**config.mk**
```make
export PLATFORM = sky130hd
export DESIGN_NAME = posmap_walk_ctrl_flat
export DESIGN_NICKNAME = d
export VERILOG_FILES = /design/src/rtl/posmap_walk_ctrl_if.sv /design/src/rtl/posmap_walk_ctrl.sv /design/src/flat_wrapper.sv
export SDC_FILE = /design/constraint.sdc
export NUM_CORES = 1
export LEC_CHECK = 0
export ABC_AREA = 1
export CORE_MARGIN = 2
export CORE_UTILIZATION = 55
export CTS_CLUSTER_SIZE = 14
export DETAILED_ROUTE_END_ITERATION = 8
export PLACE_DENSITY = 0.77
export SLEW_MARGIN = 20
export SYNTH_ARGS = -nofsm -noshare
export SYNTH_HDL_FRONTEND = slang
export SYNTH_SLANG_ARGS = --single-unit
export TNS_END_PERCENT = 1
```
**constraint.sdc**
```tcl
create_clock -name clk_i -period 4.04 [get_ports clk_i]
set_clock_uncertainty 0.2 [all_clocks]
set_input_delay 0.808 -clock clk_i [delete_from_list [all_inputs] [get_ports clk_i]]
set_output_delay 0.808 -clock clk_i [all_outputs]
set_load 0.005 [all_outputs]
```
**src/rtl/posmap_walk_ctrl_if.sv**
```systemverilog
// Channel bundle between posmap_walk_ctrl (master) and its frontend, PPP and backend
// neighbours (slave side).
interface posmap_walk_ctrl_if #(
    parameter int ORAMU = 32,
    parameter int ORAML = 20
);
    localparam int LeafWidth = ORAML + 1;

    logic                 ReqValid;
    logic                 ReqReady;
    logic [ORAMU-1:0]     ReqAddr;
    logic                 ReqDone;

    logic                 PPPCmdValid;
    logic                 PPPCmdReady;
    logic [1:0]           PPPCmd;
    logic [ORAMU-1:0]     PPPAddr;
    logic                 PPPDInValid;
    logic [LeafWidth-1:0] PPPDIn;
    logic                 PPPRefillDataReady;
    logic                 PPPValid;
    logic                 PPPOutReady;
    logic                 PPPHit;
    logic                 PPPUnInit;
    logic                 PPPEvict;
    logic [ORAML-1:0]     PPPOldLeaf;
    logic [ORAML-1:0]     PPPNewLeaf;
    logic [ORAMU-1:0]     PPPAddrOut;
    logic                 PPPEvictValid;
    logic [LeafWidth-1:0] PPPEvictData;

    logic                 BeReqValid;
    logic                 BeReqReady;
    logic [ORAMU-1:0]     BeAddr;
    logic [ORAML-1:0]     BeOldLeaf;
    logic [ORAML-1:0]     BeNewLeaf;
    logic                 BeUnInit;
    logic                 BeDataValid;
    logic [LeafWidth-1:0] BeData;
    logic                 BeWbValid;
    logic                 BeWbReady;
    logic [ORAMU-1:0]     BeWbAddr;
    logic [ORAML-1:0]     BeWbLeaf;
    logic [LeafWidth-1:0] BeWbData;

    modport master (
        input  ReqValid, ReqAddr,
        output ReqReady, ReqDone,
        output PPPCmdValid, PPPCmd, PPPAddr, PPPDInValid, PPPDIn, PPPOutReady,
        input  PPPCmdReady, PPPRefillDataReady, PPPValid, PPPHit, PPPUnInit, PPPEvict,
        input  PPPOldLeaf, PPPNewLeaf, PPPAddrOut, PPPEvictValid, PPPEvictData,
        output BeReqValid, BeAddr, BeOldLeaf, BeNewLeaf, BeUnInit,
        input  BeReqReady, BeDataValid, BeData, BeWbReady,
        output BeWbValid, BeWbAddr, BeWbLeaf, BeWbData
    );

    modport slave (
        output ReqValid, ReqAddr,
        input  ReqReady, ReqDone,
        input  PPPCmdValid, PPPCmd, PPPAddr, PPPDInValid, PPPDIn, PPPOutReady,
        output PPPCmdReady, PPPRefillDataReady, PPPValid, PPPHit, PPPUnInit, PPPEvict,
        output PPPOldLeaf, PPPNewLeaf, PPPAddrOut, PPPEvictValid, PPPEvictData,
        input  BeReqValid, BeAddr, BeOldLeaf, BeNewLeaf, BeUnInit,
        output BeReqReady, BeDataValid, BeData, BeWbReady,
        input  BeWbValid, BeWbAddr, BeWbLeaf, BeWbData
    );
endinterface

```
**src/rtl/posmap_walk_ctrl.sv**
```systemverilog
// PosMap recursion walker: Read lookups upward until a PLB hit, then per level an update
// Write, a backend fetch and a (Init)Refill of the next-lower level with eviction writeback.
module posmap_walk_ctrl #(
    parameter int          ORAMU          = 32,
    parameter int          ORAML          = 20,
    parameter int          LogLeafInBlock = 4,
    parameter int          NumLevels      = 3,
    parameter logic [31:0] LevelStride    = 32'h4000_0000
) (
    input logic                clk_i,
    input logic                rst_ni,
    posmap_walk_ctrl_if.master walk
);
    localparam int LeafWidth = ORAML + 1;
    localparam int BlkLeaves = 1 << LogLeafInBlock;
    localparam int LW        = $clog2(NumLevels + 1);
    localparam int PW        = LogLeafInBlock;

    localparam logic [LW-1:0] LV_ONE   = LW'(1);
    localparam logic [LW-1:0] LV_TOP   = LW'(NumLevels);
    localparam logic [PW-1:0] PTR_LAST = PW'(BlkLeaves - 1);

    localparam logic [1:0] CMD_WRITE  = 2'b00;
    localparam logic [1:0] CMD_READ   = 2'b01;
    localparam logic [1:0] CMD_REFILL = 2'b10;
    localparam logic [1:0] CMD_INIT   = 2'b11;

    typedef enum logic [3:0] {
        S_IDLE, S_LOOKUP, S_L_WAIT, S_UPD, S_U_WAIT, S_BE_REQ,
        S_BE_DATA, S_REFILL, S_R_STREAM, S_R_WAIT, S_EVICT_WB
    } state_e;

    function automatic logic [ORAMU-1:0] lv_addr(input logic [LW-1:0] k,
                                                 input logic [ORAMU-1:0] a);
        logic [31:0] base;
        base = 32'(k) * LevelStride;
        return ORAMU'(base) + (a >> (int'(k) * LogLeafInBlock));
    endfunction

    function automatic logic [ORAMU-1:0] blk_addr(input logic [ORAMU-1:0] a);
        return {a[ORAMU-1:PW], PW'(0)};
    endfunction

    state_e               state_q;
    logic [LW-1:0]        lvl_q;
    logic [ORAMU-1:0]     addr_q;
    logic [ORAML-1:0]     old_leaf_q, new_leaf_q;
    logic                 uninit_q;
    logic [PW-1:0]        rptr_q, eptr_q, wptr_q;
    logic                 evict_full_q;
    logic                 req_ready_q, req_done_q;
    logic                 cmd_valid_q, out_ready_q;
    logic [1:0]           cmd_q;
    logic [ORAMU-1:0]     cmd_addr_q;
    logic                 be_valid_q;
    logic [ORAMU-1:0]     be_addr_q;
    logic                 wb_valid_q;
    logic [ORAMU-1:0]     wb_addr_q;
    logic [ORAML-1:0]     wb_leaf_q;
    logic [LeafWidth-1:0] refill_buf [BlkLeaves];
    logic [LeafWidth-1:0] evict_buf  [BlkLeaves];

    logic [ORAMU-1:0] cur_addr, up_addr, low_addr, low_blk;
    logic             rsp, evict_cap, refill_cap;

    assign cur_addr   = lv_addr(lvl_q, addr_q);
    assign up_addr    = lv_addr(lvl_q + LV_ONE, addr_q);
    assign low_addr   = lv_addr(lvl_q - LV_ONE, addr_q);
    assign low_blk    = blk_addr(low_addr);
    assign rsp        = walk.PPPValid && out_ready_q;
    assign evict_cap  = (state_q == S_R_STREAM || state_q == S_R_WAIT) && walk.PPPEvictValid;
    assign refill_cap = (state_q == S_BE_DATA) && walk.BeDataValid;

    task automatic issue(input logic [1:0] c, input logic [ORAMU-1:0] a);
        cmd_valid_q <= 1'b1;
        cmd_q       <= c;
        cmd_addr_q  <= a;
    endtask

    always_ff @(posedge clk_i or negedge rst_ni) begin
        if (!rst_ni) begin
            state_q      <= S_IDLE;
            lvl_q        <= '0;
            addr_q       <= '0;
            old_leaf_q   <= '0;
            new_leaf_q   <= '0;
            uninit_q     <= 1'b0;
            rptr_q       <= '0;
            eptr_q       <= '0;
            wptr_q       <= '0;
            evict_full_q <= 1'b0;
            req_ready_q  <= 1'b1;
            req_done_q   <= 1'b0;
            cmd_valid_q  <= 1'b0;
            cmd_q        <= CMD_READ;
            cmd_addr_q   <= '0;
            out_ready_q  <= 1'b0;
            be_valid_q   <= 1'b0;
            be_addr_q    <= '0;
            wb_valid_q   <= 1'b0;
            wb_addr_q    <= '0;
            wb_leaf_q    <= '0;
        end else begin
            req_done_q <= 1'b0;
            if (evict_cap) begin
                eptr_q <= eptr_q + 1'b1;
                if (eptr_q == PTR_LAST) evict_full_q <= 1'b1;
            end
            unique case (state_q)
                S_IDLE: if (walk.ReqValid) begin
                    addr_q      <= walk.ReqAddr;
                    lvl_q       <= LV_ONE;
                    req_ready_q <= 1'b0;
                    issue(CMD_READ, lv_addr(LV_ONE, walk.ReqAddr));
                    state_q     <= S_LOOKUP;
                end
                S_LOOKUP, S_UPD: if (walk.PPPCmdReady) begin
                    cmd_valid_q <= 1'b0;
                    out_ready_q <= 1'b1;
                    state_q     <= (state_q == S_LOOKUP) ? S_L_WAIT : S_U_WAIT;
                end
                S_L_WAIT: if (rsp) begin
                    out_ready_q <= 1'b0;
                    if (walk.PPPHit) begin
                        issue(CMD_WRITE, cur_addr);
                        state_q <= S_UPD;
                    end else begin
                        lvl_q   <= lvl_q + LV_ONE;
                        issue(CMD_READ, up_addr);
                        state_q <= S_LOOKUP;
                    end
                end
                S_U_WAIT: if (rsp) begin
                    out_ready_q <= 1'b0;
                    old_leaf_q  <= walk.PPPOldLeaf;
                    new_leaf_q  <= walk.PPPNewLeaf;
                    uninit_q    <= walk.PPPUnInit;
                    be_valid_q  <= 1'b1;
                    be_addr_q   <= (lvl_q == LV_ONE) ? addr_q : low_blk;
                    state_q     <= S_BE_REQ;
                end
                S_BE_REQ: if (walk.BeReqReady) begin
                    be_valid_q <= 1'b0;
                    if (lvl_q == LV_ONE) begin
                        req_done_q  <= 1'b1;
                        req_ready_q <= 1'b1;
                        lvl_q       <= '0;
                        state_q     <= S_IDLE;
                    end else if (uninit_q) begin
                        issue(CMD_INIT, low_blk);
                        state_q <= S_REFILL;
                    end else begin
                        rptr_q  <= '0;
                        state_q <= S_BE_DATA;
                    end
                end
                S_BE_DATA: if (walk.BeDataValid) begin
                    rptr_q <= rptr_q + 1'b1;
                    if (rptr_q == PTR_LAST) begin
                        issue(CMD_REFILL, low_blk);
                        state_q <= S_REFILL;
                    end
                end
                S_REFILL: if (walk.PPPCmdReady) begin
                    cmd_valid_q  <= 1'b0;
                    rptr_q       <= '0;
                    eptr_q       <= '0;
                    evict_full_q <= 1'b0;
                    state_q      <= S_R_STREAM;
                end
                S_R_STREAM: if (walk.PPPRefillDataReady) begin
                    rptr_q <= rptr_q + 1'b1;
                    if (rptr_q == PTR_LAST) begin
                        out_ready_q <= 1'b1;
                        state_q     <= S_R_WAIT;
                    end
                end
                S_R_WAIT: if (rsp) begin
                    out_ready_q <= 1'b0;
                    if (walk.PPPEvict) begin
                        wb_addr_q  <= walk.PPPAddrOut;
                        wb_leaf_q  <= walk.PPPNewLeaf;
                        wptr_q     <= '0;
                        wb_valid_q <= 1'b1;
                        state_q    <= S_EVICT_WB;
                    end else begin
                        lvl_q   <= lvl_q - LV_ONE;
                        issue(CMD_WRITE, low_addr);
                        state_q <= S_UPD;
                    end
                end
                S_EVICT_WB: if (walk.BeWbReady) begin
                    wptr_q <= wptr_q + 1'b1;
                    if (wptr_q == PTR_LAST) begin
                        wb_valid_q <= 1'b0;
                        lvl_q      <= lvl_q - LV_ONE;
                        issue(CMD_WRITE, low_addr);
                        state_q    <= S_UPD;
                    end
                end
                default: state_q <= S_IDLE;
            endcase
        end
    end

    // Block buffers hold payload only and need no reset.
    always_ff @(posedge clk_i) begin
        if (refill_cap) refill_buf[rptr_q] <= walk.BeData;
        if (evict_cap)  evict_buf[eptr_q]  <= walk.PPPEvictData;
    end

`ifndef SYNTHESIS
    always @(posedge clk_i) begin
        if (rst_ni && rsp) begin
            if (state_q == S_L_WAIT)
                assert (walk.PPPHit || lvl_q != LV_TOP)
                    else $fatal(1, "posmap_walk_ctrl: lookup missed at on-chip PosMap level");
            if (state_q == S_U_WAIT)
                assert (walk.PPPHit)
                    else $fatal(1, "posmap_walk_ctrl: update Write response without hit");
            if (state_q == S_R_WAIT && walk.PPPEvict)
                assert (evict_full_q || (walk.PPPEvictValid && eptr_q == PTR_LAST))
                    else $fatal(1, "posmap_walk_ctrl: refill response before full evicted block");
        end
    end
`endif

    assign walk.ReqReady    = req_ready_q;
    assign walk.ReqDone     = req_done_q;
    assign walk.PPPCmdValid = cmd_valid_q;
    assign walk.PPPCmd      = cmd_q;
    assign walk.PPPAddr     = cmd_addr_q;
    assign walk.PPPOutReady = out_ready_q;
    // Refill words follow the responder's ready in the same cycle so the index never skips.
    assign walk.PPPDInValid = (state_q == S_R_STREAM) && walk.PPPRefillDataReady;
    assign walk.PPPDIn      = (walk.PPPDInValid && !uninit_q) ? refill_buf[rptr_q] : '0;
    assign walk.BeReqValid  = be_valid_q;
    assign walk.BeAddr      = be_addr_q;
    assign walk.BeOldLeaf   = old_leaf_q;
    assign walk.BeNewLeaf   = new_leaf_q;
    assign walk.BeUnInit    = uninit_q;
    assign walk.BeWbValid   = wb_valid_q;
    assign walk.BeWbAddr    = wb_addr_q;
    assign walk.BeWbLeaf    = wb_leaf_q;
    assign walk.BeWbData    = evict_buf[wptr_q];
endmodule

```
**src/flat_wrapper.sv**
```systemverilog
// flat-port wrapper written by rule: the top's interface ports become plain ports
module posmap_walk_ctrl_flat 
#(
    parameter int          ORAMU          = 32,
    parameter int          ORAML          = 20,
    parameter int          LogLeafInBlock = 4,
    parameter int          NumLevels      = 3,
    parameter logic [31:0] LevelStride    = 32'h4000_0000
)
  (clk_i, rst_ni, walk_ReqValid, walk_ReqAddr, walk_ReqReady, walk_ReqDone, walk_PPPCmdValid, walk_PPPCmd, walk_PPPAddr, walk_PPPDInValid, walk_PPPDIn, walk_PPPOutReady, walk_PPPCmdReady, walk_PPPRefillDataReady, walk_PPPValid, walk_PPPHit, walk_PPPUnInit, walk_PPPEvict, walk_PPPOldLeaf, walk_PPPNewLeaf, walk_PPPAddrOut, walk_PPPEvictValid, walk_PPPEvictData, walk_BeReqValid, walk_BeAddr, walk_BeOldLeaf, walk_BeNewLeaf, walk_BeUnInit, walk_BeReqReady, walk_BeDataValid, walk_BeData, walk_BeWbReady, walk_BeWbValid, walk_BeWbAddr, walk_BeWbLeaf, walk_BeWbData);
  posmap_walk_ctrl_if #(.ORAMU(ORAMU), .ORAML(ORAML)) walk_i ();
  input logic clk_i;
  input logic rst_ni;
  input wire logic [$bits(walk_i.ReqValid)-1:0] walk_ReqValid;
  input wire logic [$bits(walk_i.ReqAddr)-1:0] walk_ReqAddr;
  output wire logic [$bits(walk_i.ReqReady)-1:0] walk_ReqReady;
  output wire logic [$bits(walk_i.ReqDone)-1:0] walk_ReqDone;
  output wire logic [$bits(walk_i.PPPCmdValid)-1:0] walk_PPPCmdValid;
  output wire logic [$bits(walk_i.PPPCmd)-1:0] walk_PPPCmd;
  output wire logic [$bits(walk_i.PPPAddr)-1:0] walk_PPPAddr;
  output wire logic [$bits(walk_i.PPPDInValid)-1:0] walk_PPPDInValid;
  output wire logic [$bits(walk_i.PPPDIn)-1:0] walk_PPPDIn;
  output wire logic [$bits(walk_i.PPPOutReady)-1:0] walk_PPPOutReady;
  input wire logic [$bits(walk_i.PPPCmdReady)-1:0] walk_PPPCmdReady;
  input wire logic [$bits(walk_i.PPPRefillDataReady)-1:0] walk_PPPRefillDataReady;
  input wire logic [$bits(walk_i.PPPValid)-1:0] walk_PPPValid;
  input wire logic [$bits(walk_i.PPPHit)-1:0] walk_PPPHit;
  input wire logic [$bits(walk_i.PPPUnInit)-1:0] walk_PPPUnInit;
  input wire logic [$bits(walk_i.PPPEvict)-1:0] walk_PPPEvict;
  input wire logic [$bits(walk_i.PPPOldLeaf)-1:0] walk_PPPOldLeaf;
  input wire logic [$bits(walk_i.PPPNewLeaf)-1:0] walk_PPPNewLeaf;
  input wire logic [$bits(walk_i.PPPAddrOut)-1:0] walk_PPPAddrOut;
  input wire logic [$bits(walk_i.PPPEvictValid)-1:0] walk_PPPEvictValid;
  input wire logic [$bits(walk_i.PPPEvictData)-1:0] walk_PPPEvictData;
  output wire logic [$bits(walk_i.BeReqValid)-1:0] walk_BeReqValid;
  output wire logic [$bits(walk_i.BeAddr)-1:0] walk_BeAddr;
  output wire logic [$bits(walk_i.BeOldLeaf)-1:0] walk_BeOldLeaf;
  output wire logic [$bits(walk_i.BeNewLeaf)-1:0] walk_BeNewLeaf;
  output wire logic [$bits(walk_i.BeUnInit)-1:0] walk_BeUnInit;
  input wire logic [$bits(walk_i.BeReqReady)-1:0] walk_BeReqReady;
  input wire logic [$bits(walk_i.BeDataValid)-1:0] walk_BeDataValid;
  input wire logic [$bits(walk_i.BeData)-1:0] walk_BeData;
  input wire logic [$bits(walk_i.BeWbReady)-1:0] walk_BeWbReady;
  output wire logic [$bits(walk_i.BeWbValid)-1:0] walk_BeWbValid;
  output wire logic [$bits(walk_i.BeWbAddr)-1:0] walk_BeWbAddr;
  output wire logic [$bits(walk_i.BeWbLeaf)-1:0] walk_BeWbLeaf;
  output wire logic [$bits(walk_i.BeWbData)-1:0] walk_BeWbData;
  assign walk_i.ReqValid = walk_ReqValid;
  assign walk_i.ReqAddr = walk_ReqAddr;
  assign walk_ReqReady = walk_i.ReqReady;
  assign walk_ReqDone = walk_i.ReqDone;
  assign walk_PPPCmdValid = walk_i.PPPCmdValid;
  assign walk_PPPCmd = walk_i.PPPCmd;
  assign walk_PPPAddr = walk_i.PPPAddr;
  assign walk_PPPDInValid = walk_i.PPPDInValid;
  assign walk_PPPDIn = walk_i.PPPDIn;
  assign walk_PPPOutReady = walk_i.PPPOutReady;
  assign walk_i.PPPCmdReady = walk_PPPCmdReady;
  assign walk_i.PPPRefillDataReady = walk_PPPRefillDataReady;
  assign walk_i.PPPValid = walk_PPPValid;
  assign walk_i.PPPHit = walk_PPPHit;
  assign walk_i.PPPUnInit = walk_PPPUnInit;
  assign walk_i.PPPEvict = walk_PPPEvict;
  assign walk_i.PPPOldLeaf = walk_PPPOldLeaf;
  assign walk_i.PPPNewLeaf = walk_PPPNewLeaf;
  assign walk_i.PPPAddrOut = walk_PPPAddrOut;
  assign walk_i.PPPEvictValid = walk_PPPEvictValid;
  assign walk_i.PPPEvictData = walk_PPPEvictData;
  assign walk_BeReqValid = walk_i.BeReqValid;
  assign walk_BeAddr = walk_i.BeAddr;
  assign walk_BeOldLeaf = walk_i.BeOldLeaf;
  assign walk_BeNewLeaf = walk_i.BeNewLeaf;
  assign walk_BeUnInit = walk_i.BeUnInit;
  assign walk_i.BeReqReady = walk_BeReqReady;
  assign walk_i.BeDataValid = walk_BeDataValid;
  assign walk_i.BeData = walk_BeData;
  assign walk_i.BeWbReady = walk_BeWbReady;
  assign walk_BeWbValid = walk_i.BeWbValid;
  assign walk_BeWbAddr = walk_i.BeWbAddr;
  assign walk_BeWbLeaf = walk_i.BeWbLeaf;
  assign walk_BeWbData = walk_i.BeWbData;
  posmap_walk_ctrl #(.ORAMU(ORAMU), .ORAML(ORAML), .LogLeafInBlock(LogLeafInBlock), .NumLevels(NumLevels), .LevelStride(LevelStride)) u_core (.clk_i(clk_i), .rst_ni(rst_ni), .walk(walk_i));
endmodule
```
==> run summary, run 1 <==
CP max stage delay = 0.64 ns
Die Width = 265 um
Initial antenna violation count = 7
Clock power frac = 27.9%
Final Slew Violations = 0
Top FF cell, synth = edfxtp_1
I/O pin cnt = 367
Worst IR Drop VDD = 0.563 mV
Crit-path cells = inv_2, buf_4, o211ai_1, o2111ai_1, nand2_1, clkdlybuf4s50_1
Yosys top cell area share = 53.7%
Fmax = 254 MHz
Vias per cell = 5.79
Synthesized Nets = 3674
Hold Crit Class = primary input to async pin
TritonRoute pass-1 iters = 5
Placed cells = 4635
Wirelength per Cell = 21.1 um
Core Area = 0.0674 mm2
Hold buffer count at cts = 0
Synth Cell Area = 0.0376 mm2
NetSw = 0.00973 W
Fin. Hold Viols = 0
Grt total ovfl = 0
Nets = 4029
Die span in y = 265 um
Util after Layout = 67.5%
Area contributors post-synth = edfxtp_1 54%, dfrtp_1 14%, nand2_1 9.2%
Largest net degree at the start of global routing = 110
Area leader, netlist = edfxtp_1
Setup-failing EPs final = 0
Port Buffer Count = 366
Worst Path Buf+Inv = 3
Period Utilization, post-route = 97.6%
Data required, critical path = 3.03 ns
Max cap viols = 0
Crit Path Max Fanout = 57
Clock transition at path regs = 0.06 ns
ANT nets after route = 0
Status = completed
Layout Cells excl Fill = 4806
Leak = 17.7 nW
Crit path depth = 6
Worst-Skew Late Latency = 0.66 ns
Row Count = 95
Iter 0 DRT Violations = 3201
HPWL Detailed = 61.2 mm
Most instantiated library cell after synthesis = nand2_1
H-tree Lvls = 3
Critical-path top delay cell = buf_4
CTS Buffer Depth = 3
Internal = 0.0190 W
EDFF count, synth = 672
Period minus WS final = 3.94 ns
Worst-margin pin slew = 0.820 ns
Combinational power share = 31.4%
Sink Count = 887
Vias post-DR = 27800
First-pass GRT wire length = 153 mm
Async set or reset register ratio after synthesis = 24.2%
DR DRC count = 0
Crit. End Element = primary output
Reg power frac = 40.6%
Fin worst setup slack = 0.0975 ns
FF-to-FF End = u_core.walk.PPPAddr[28]
Cts bufs inserted = 89
Power Total = 0.0288 W
Area Overhead vs Synth = 21.1%
Critical path startpoint category = flop
Gpl congestion = 0.953
Die area = 0.0704 mm2
Syn Inst Count = 3504
R2R cell count = 9
R2R Path Start = u_core.lvl_q[1]
Sw Ratio = 33.8%
Slew headroom = 45.3%
Family with the most delay on the worst path = buffers and inverters
Clock Tree Root = clkbuf_16
R2r setup slk = 1.16 ns
Crit Path Class = flop to primary output
Initial Utilization = 55.8%
Mapped Avg Cell Area = 10.7 um2
Synth top cells by count = 922 x nand2_1, 672 x edfxtp_1, 471 x nor2_1, 371 x o21ai_0, 213 x dfrtp_1
Tot GR Track Use = 28.2%
Layout cell share with drive strength beyond 1 = 9.20%
RSZ-0062 raised after global routing = yes
Synth Register Bits = 887
Seq/Total Area, Yosys = 68.0%
Synth warn = 0
Yosys cell types = 37
WP data arrival = 2.93 ns
Pre-CTS setup slack = 0.605 ns
Pwr Density = 632 mW/mm2
Vias in the first global route = 26600
Final wirelength = 102 mm
CTS tree = built
flip-flops by register name, summed over array words and instances, names as in the netlist, 32 cells and up:
| register | count |
|---|---|
| u_core.walk.PPPAddr | 32 |
| u_core.walk.BeWbAddr | 32 |
| u_core.refill_buf | 336 |
| u_core.addr_q | 32 |
| u_core.evict_buf | 336 |
| u_core.walk.BeAddr | 32 |
routing by layer:
metal  share of wire, %  routed length (um)  GRT usage, %  vias to the layer above
li1                   -                   -             -                    12800
met1                 41               41200          38.5                    13400
met2                 48               48400          45.4                     1367
met3                8.4                8550          4.66                      229
met4                3.5                3510          11.3                        2
met5              0.013                  13             0                        -
worst max path at each step:
stage                                  from                       to  slack, ns
floorplan                walk_PPPEvictValid  u_core.evict_buf[15][0]       1.09
global placement    walk_PPPRefillDataReady           walk_PPPDIn[3]       0.63
detailed placement  walk_PPPRefillDataReady           walk_PPPDIn[9]       0.60
CTS                        u_core.wptr_q[0]        walk_BeWbData[17]      0.004
global route               u_core.wptr_q[1]         walk_BeWbData[9]      -0.03
finish                     u_core.wptr_q[2]        walk_BeWbData[14]        0.1
power by group through the flow:
stage / clock, W / combinational (W) / sequential (W)
2_1_floorplan: 0 / 0.00516 / 0.0117
3_3_place_gp: 0 / 0.00868 / 0.0118
3_5_place_dp: 0 / 0.00883 / 0.0118
4_1_cts: 0.00814 / 0.00891 / 0.0117
5_1_grt: 0.00849 / 0.00991 / 0.0118
6_report: 0.00804 / 0.00904 / 0.0117
kinds of logic (layout without fill, tap and decap cells):
family / after synthesis / after routing / share of synthesized area, %
flip-flops: 887 / 887 / 68.0
AO/OA/AOI/OAI: 626 / 626 / 9.44
other: 0 / 7 / 0
XOR/XNOR: 2 / 2 / 0.0466
buffers and inverters: 340 / 762 / 3.67
adder cells (fa/ha/maj): 11 / 11 / 0.366
multiplexers: 62 / 62 / 1.86
AND/OR/NAND/NOR: 1576 / 1576 / 16.6
repair_timing:
action / CTS / global route
pin swaps: 1 / 1
setup endpoints to repair: 21 / 40
resized for setup: 10 / 10
buffers inserted: 0 / 5
cloned: 0 / 1
per-stage QoR:
step / TNS (ns) / instance area [um2] / hold slack (ns)
after floorplan: 0 / 37600 / 0.251
after global placement: 0 / 42500 / 0.252
after detailed placement: 0 / 42500 / 0.257
after CTS: 0 / 45400 / 0.0376
after global routing: -0.0827 / 45500 / 0.0746
final: 0 / 45500 / 0.0300
layout make-up:
type | instances | area (um2)
sequential | 887 | 25600
clock inverter | 40 | 414
clock buffer | 118 | 2450
inverter | 141 | 556
timing repair buffer | 463 | 4660
fill | 4962 | 21900
multi-input combinational | 2277 | 10700
tap | 873 | 1090
antenna | 7 | 17.5
cell usage in the layout (no fill, tap or decap), types with 4 or more instances in the layout:
master,netlist,layout
nand2_1,922,921
edfxtp_1,672,672
nor2_1,471,436
o21ai_0,371,369
clkdlybuf4s50_1,0,363
dfrtp_1,213,209
nand3_1,150,150
inv_1,131,126
o22ai_1,102,102
clkbuf_16,0,91
o211ai_1,76,76
buf_4,3,75
mux2_2,61,61
nor2_2,4,37
o21ai_1,24,26
a21oi_1,23,23
o2111ai_1,21,21
clkbuf_1,146,19
clkinv_1,2,15
clkinv_2,0,13
buf_12,0,13
ha_1,11,11
clkbuf_8,0,10
inv_2,8,9
nand2_2,7,8
diode_2,0,7
nor2_4,5,7
nand4_1,7,7
a211oi_1,6,6
clkinvlp_4,0,4
inv_6,0,4
clkinv_16,0,4
bufinv_16,0,4
Power figures use the tool's default switching activity.
==> inputs of run 2 (changes only) <==
- MAX_ROUTING_LAYER: not set -> met4
==> run summary, run 2 (synthesis gave the netlist of run 1 again) <==
Initial antenna violation count = 5 (was 7)
Gpl congestion = 0.978 (was 0.953)
Grt total ovfl = 0 (unchanged)
Combinational power share = 31.0% (was 31.4%)
R2R cell count = 10 (was 9)
Clock transition at path regs = 0.06 ns (about the same)
R2r setup slk = 1.13 ns (was 1.16 ns)
Commonest non-fill, non-tap cells in the layout = 922 x nand2_1, 672 x edfxtp_1, 436 x nor2_1 (was 921 x nand2_1, 672 x edfxtp_1, 436 x nor2_1)
Final TNS setup = 0 ns (unchanged)
Sw Ratio = 33.8% (about the same)
H-tree Lvls = 3 (unchanged)
ANT nets after route = 0 (unchanged)
Leak = 17.7 nW (about the same)
Hold Crit Depth = 2
Nets = 4034 (was 4029)
Row Count = 95 (unchanged)
Crit-path cells = inv_4, buf_4, o21ai_0, o22ai_1, nand2_1, nand2_1, nor2_1, nor2_1, clkdlybuf4s50_1 (was inv_2, buf_4, o211ai_1, o2111ai_1, nand2_1, clkdlybuf4s50_1)
CTS tree = built (unchanged)
Period minus WS final = 3.92 ns (was 3.94 ns)
Layout cell share with drive strength beyond 1 = 9.18% (was 9.20%)
FF-to-FF End = u_core.walk.PPPAddr[5] (was u_core.walk.PPPAddr[28])
Crit Path Class = flop to primary output (unchanged)
Worst-margin pin slew = 0.806 ns (was 0.820 ns)
Core Area = 0.0674 mm2 (unchanged)
I/O pin cnt = 367 (unchanged)
Reg power frac = 40.5% (was 40.6%)
Slew headroom = 46.2% (was 45.3%)
Tot GR Track Use = 29.6% (was 28.2%)
Fin. Hold Viols = 0 (unchanged)
Hold Path Sink = u_core.walk.PPPCmd[0]
Fmax = 255 MHz (was 254 MHz)
Crit. End Element = primary output (unchanged)
Clock Tree Root = clkbuf_16 (unchanged)
Final Slew Violations = 0 (unchanged)
WP data arrival = 2.92 ns (was 2.93 ns)
Iter 0 DRT Violations = 3227 (was 3201)
Status = completed (unchanged)
Vias post-DR = 27900 (was 27800)
Vias in the first global route = 27100 (was 26600)
Top flop regs = u_core.evict_buf x336, u_core.refill_buf x336 (unchanged)
Critical path startpoint category = flop (unchanged)
CTS Buffer Depth = 3 (unchanged)
Commonest non-fill, non-tap cell in the layout = nand2_1 (unchanged)
Clock power frac = 28.5% (was 27.9%)
Crit. Startpoint = u_core.rptr_q[0] (was u_core.wptr_q[2])
Fin area = 0.0456 mm2 (was 0.0455 mm2)
NetSw = 0.00975 W (was 0.00973 W)
Data required, critical path = 3.03 ns (about the same)
TritonRoute pass-1 iters = 6 (was 5)
Period Utilization, post-route = 97.1% (was 97.6%)
Die Width = 265 um (unchanged)
HPWL Detailed = 61.8 mm (was 61.2 mm)
Pre-CTS setup slack = 0.602 ns (was 0.605 ns)
Crit Path Max Fanout = 24 (was 57)
Placed instance area = 0.0425 mm2 (about the same)
RSZ-0062 raised after global routing = yes (unchanged)
Max cap viols = 0 (unchanged)
First-pass GRT wire length = 156 mm (was 153 mm)
Fill count = 4935 (was 4962)
Worst hold start = u_core.walk.PPPCmd[0]
Area Overhead vs Synth = 21.2% (was 21.1%)
DR DRC count = 0 (unchanged)
Worst Path Buf+Inv = 3 (unchanged)
Wirelength per Cell = 21.1 um (about the same)
Vias per cell = 5.80 (was 5.79)
Internal = 0.0191 W (was 0.0190 W)
Critical-path top delay cell = dfrtp_4 (was buf_4)
Cts bufs inserted = 91 (was 89)
Initial Utilization = 55.8% (unchanged)
Sink Count = 887 (unchanged)
Die area = 0.0704 mm2 (unchanged)
Family with the most delay on the worst path = buffers and inverters (unchanged)
Area of the multi-input gates = 0.0107 mm2 (about the same)
Die span in y = 265 um (unchanged)
Worst IR Drop VDD = 0.395 mV (was 0.563 mV)
R2R Path Start = u_core.wptr_q[0] (was u_core.lvl_q[1])
Reg area = 0.0256 mm2 (about the same)
Fin worst setup slack = 0.115 ns (was 0.0975 ns)
Hold Crit Class = flop to flop (was primary input to async pin)
Pwr Density = 634 mW/mm2 (was 632 mW/mm2)
Port Buffer Count = 366 (unchanged)
CP max stage delay = 0.61 ns (was 0.64 ns)
Setup-failing EPs final = 0 (unchanged)
Largest net degree at the start of global routing = 95 (was 110)
Worst-Skew Late Latency = 0.67 ns (was 0.66 ns)
Final wirelength = 102 mm (about the same)
run 2: cell count changes in the layout (fill, tap and decap cells not counted), sizes merged, moves of 2 or more:
cell	previous run	this run
bufinv	4	7
inv	140	138
clkinvlp	4	8
clkbuf	120	114
clkinv	33	38
clkdlybuf4s50	363	365
buf	96	99
run 2: timing repair:
item | CTS | global route
endpoints found under the setup margin | 5 | 41
pin swaps | 0 | 0
cloned | 0 | 0
setup buffers | 0 | 3
hold buffers | 1 | 0
endpoints found under the hold margin | 8 | 0
resized for setup | 3 | 12
run 2: power by group through the flow:
stage / Combinational, W / Sequential [W] / Clock (W)
floorplan: 0.00516 / 0.0117 / 0
detailed placement: 0.00881 / 0.0119 / 0
global placement: 0.00867 / 0.0118 / 0
global route: 0.00984 / 0.0118 / 0.00870
CTS: 0.00887 / 0.0117 / 0.00834
finish: 0.00894 / 0.0117 / 0.00823
run 2: layout make-up:
type | instances | area share [%]
sequential | 887 | 56.1
multi-input combinational | 2277 | 23.6
timing repair buffer | 466 | 10.2
clock buffer | 113 | 5.22
tap | 873 | 2.40
clock inverter | 50 | 1.23
inverter | 141 | 1.21
antenna | 6 | 0.0329
run 2: tightest hold or removal path: stages, from the launching register on:
cell and delay [ns]:
dfstp_2 0.37, nand2_1 0.05, nand2_1 0.05
run 2: metal layers:
layer | wire length [um] | global-route usage, % | vias to the layer above | share of wire (%)
li1 | - | - | 12900 | -
met1 | 41400 | 39.9 | 13500 | 41
met2 | 48800 | 46.5 | 1296 | 48
met3 | 8530 | 4.45 | 211 | 8.4
met4 | 3040 | 9.99 | 0 | 3.0
met5 | 0 | - | - | 0
run 2: worst max-delay path by stage:
stage	endpoint	slack (ns)	depth (start not counted)
final	walk_PPPDIn[9]	0.12	9
after detailed placement	walk_PPPDIn[19]	0.60	7
after floorplan	u_core.evict_buf[15][0]	1.09	6
after global placement	walk_PPPDIn[4]	0.64	7
after global routing	walk_PPPDIn[9]	-0.05	9
after CTS	walk_BeWbData[4]	-0.008	6
run 2: metrics by stage:
stage / util, % / power, W / instances / hold slack, ns
2_1_floorplan: - / 0.0169 / 3504 / 0.251
3_3_place_gp: 63.1 / 0.0205 / 4640 / 0.252
3_5_place_dp: 63.1 / 0.0207 / 4640 / 0.257
4_1_cts: 67.5 / 0.0289 / 4804 / 0.266
5_1_grt: 67.6 / 0.0304 / 4812 / 0.280
6_report: 67.6 / 0.0289 / 4813 / 0.267
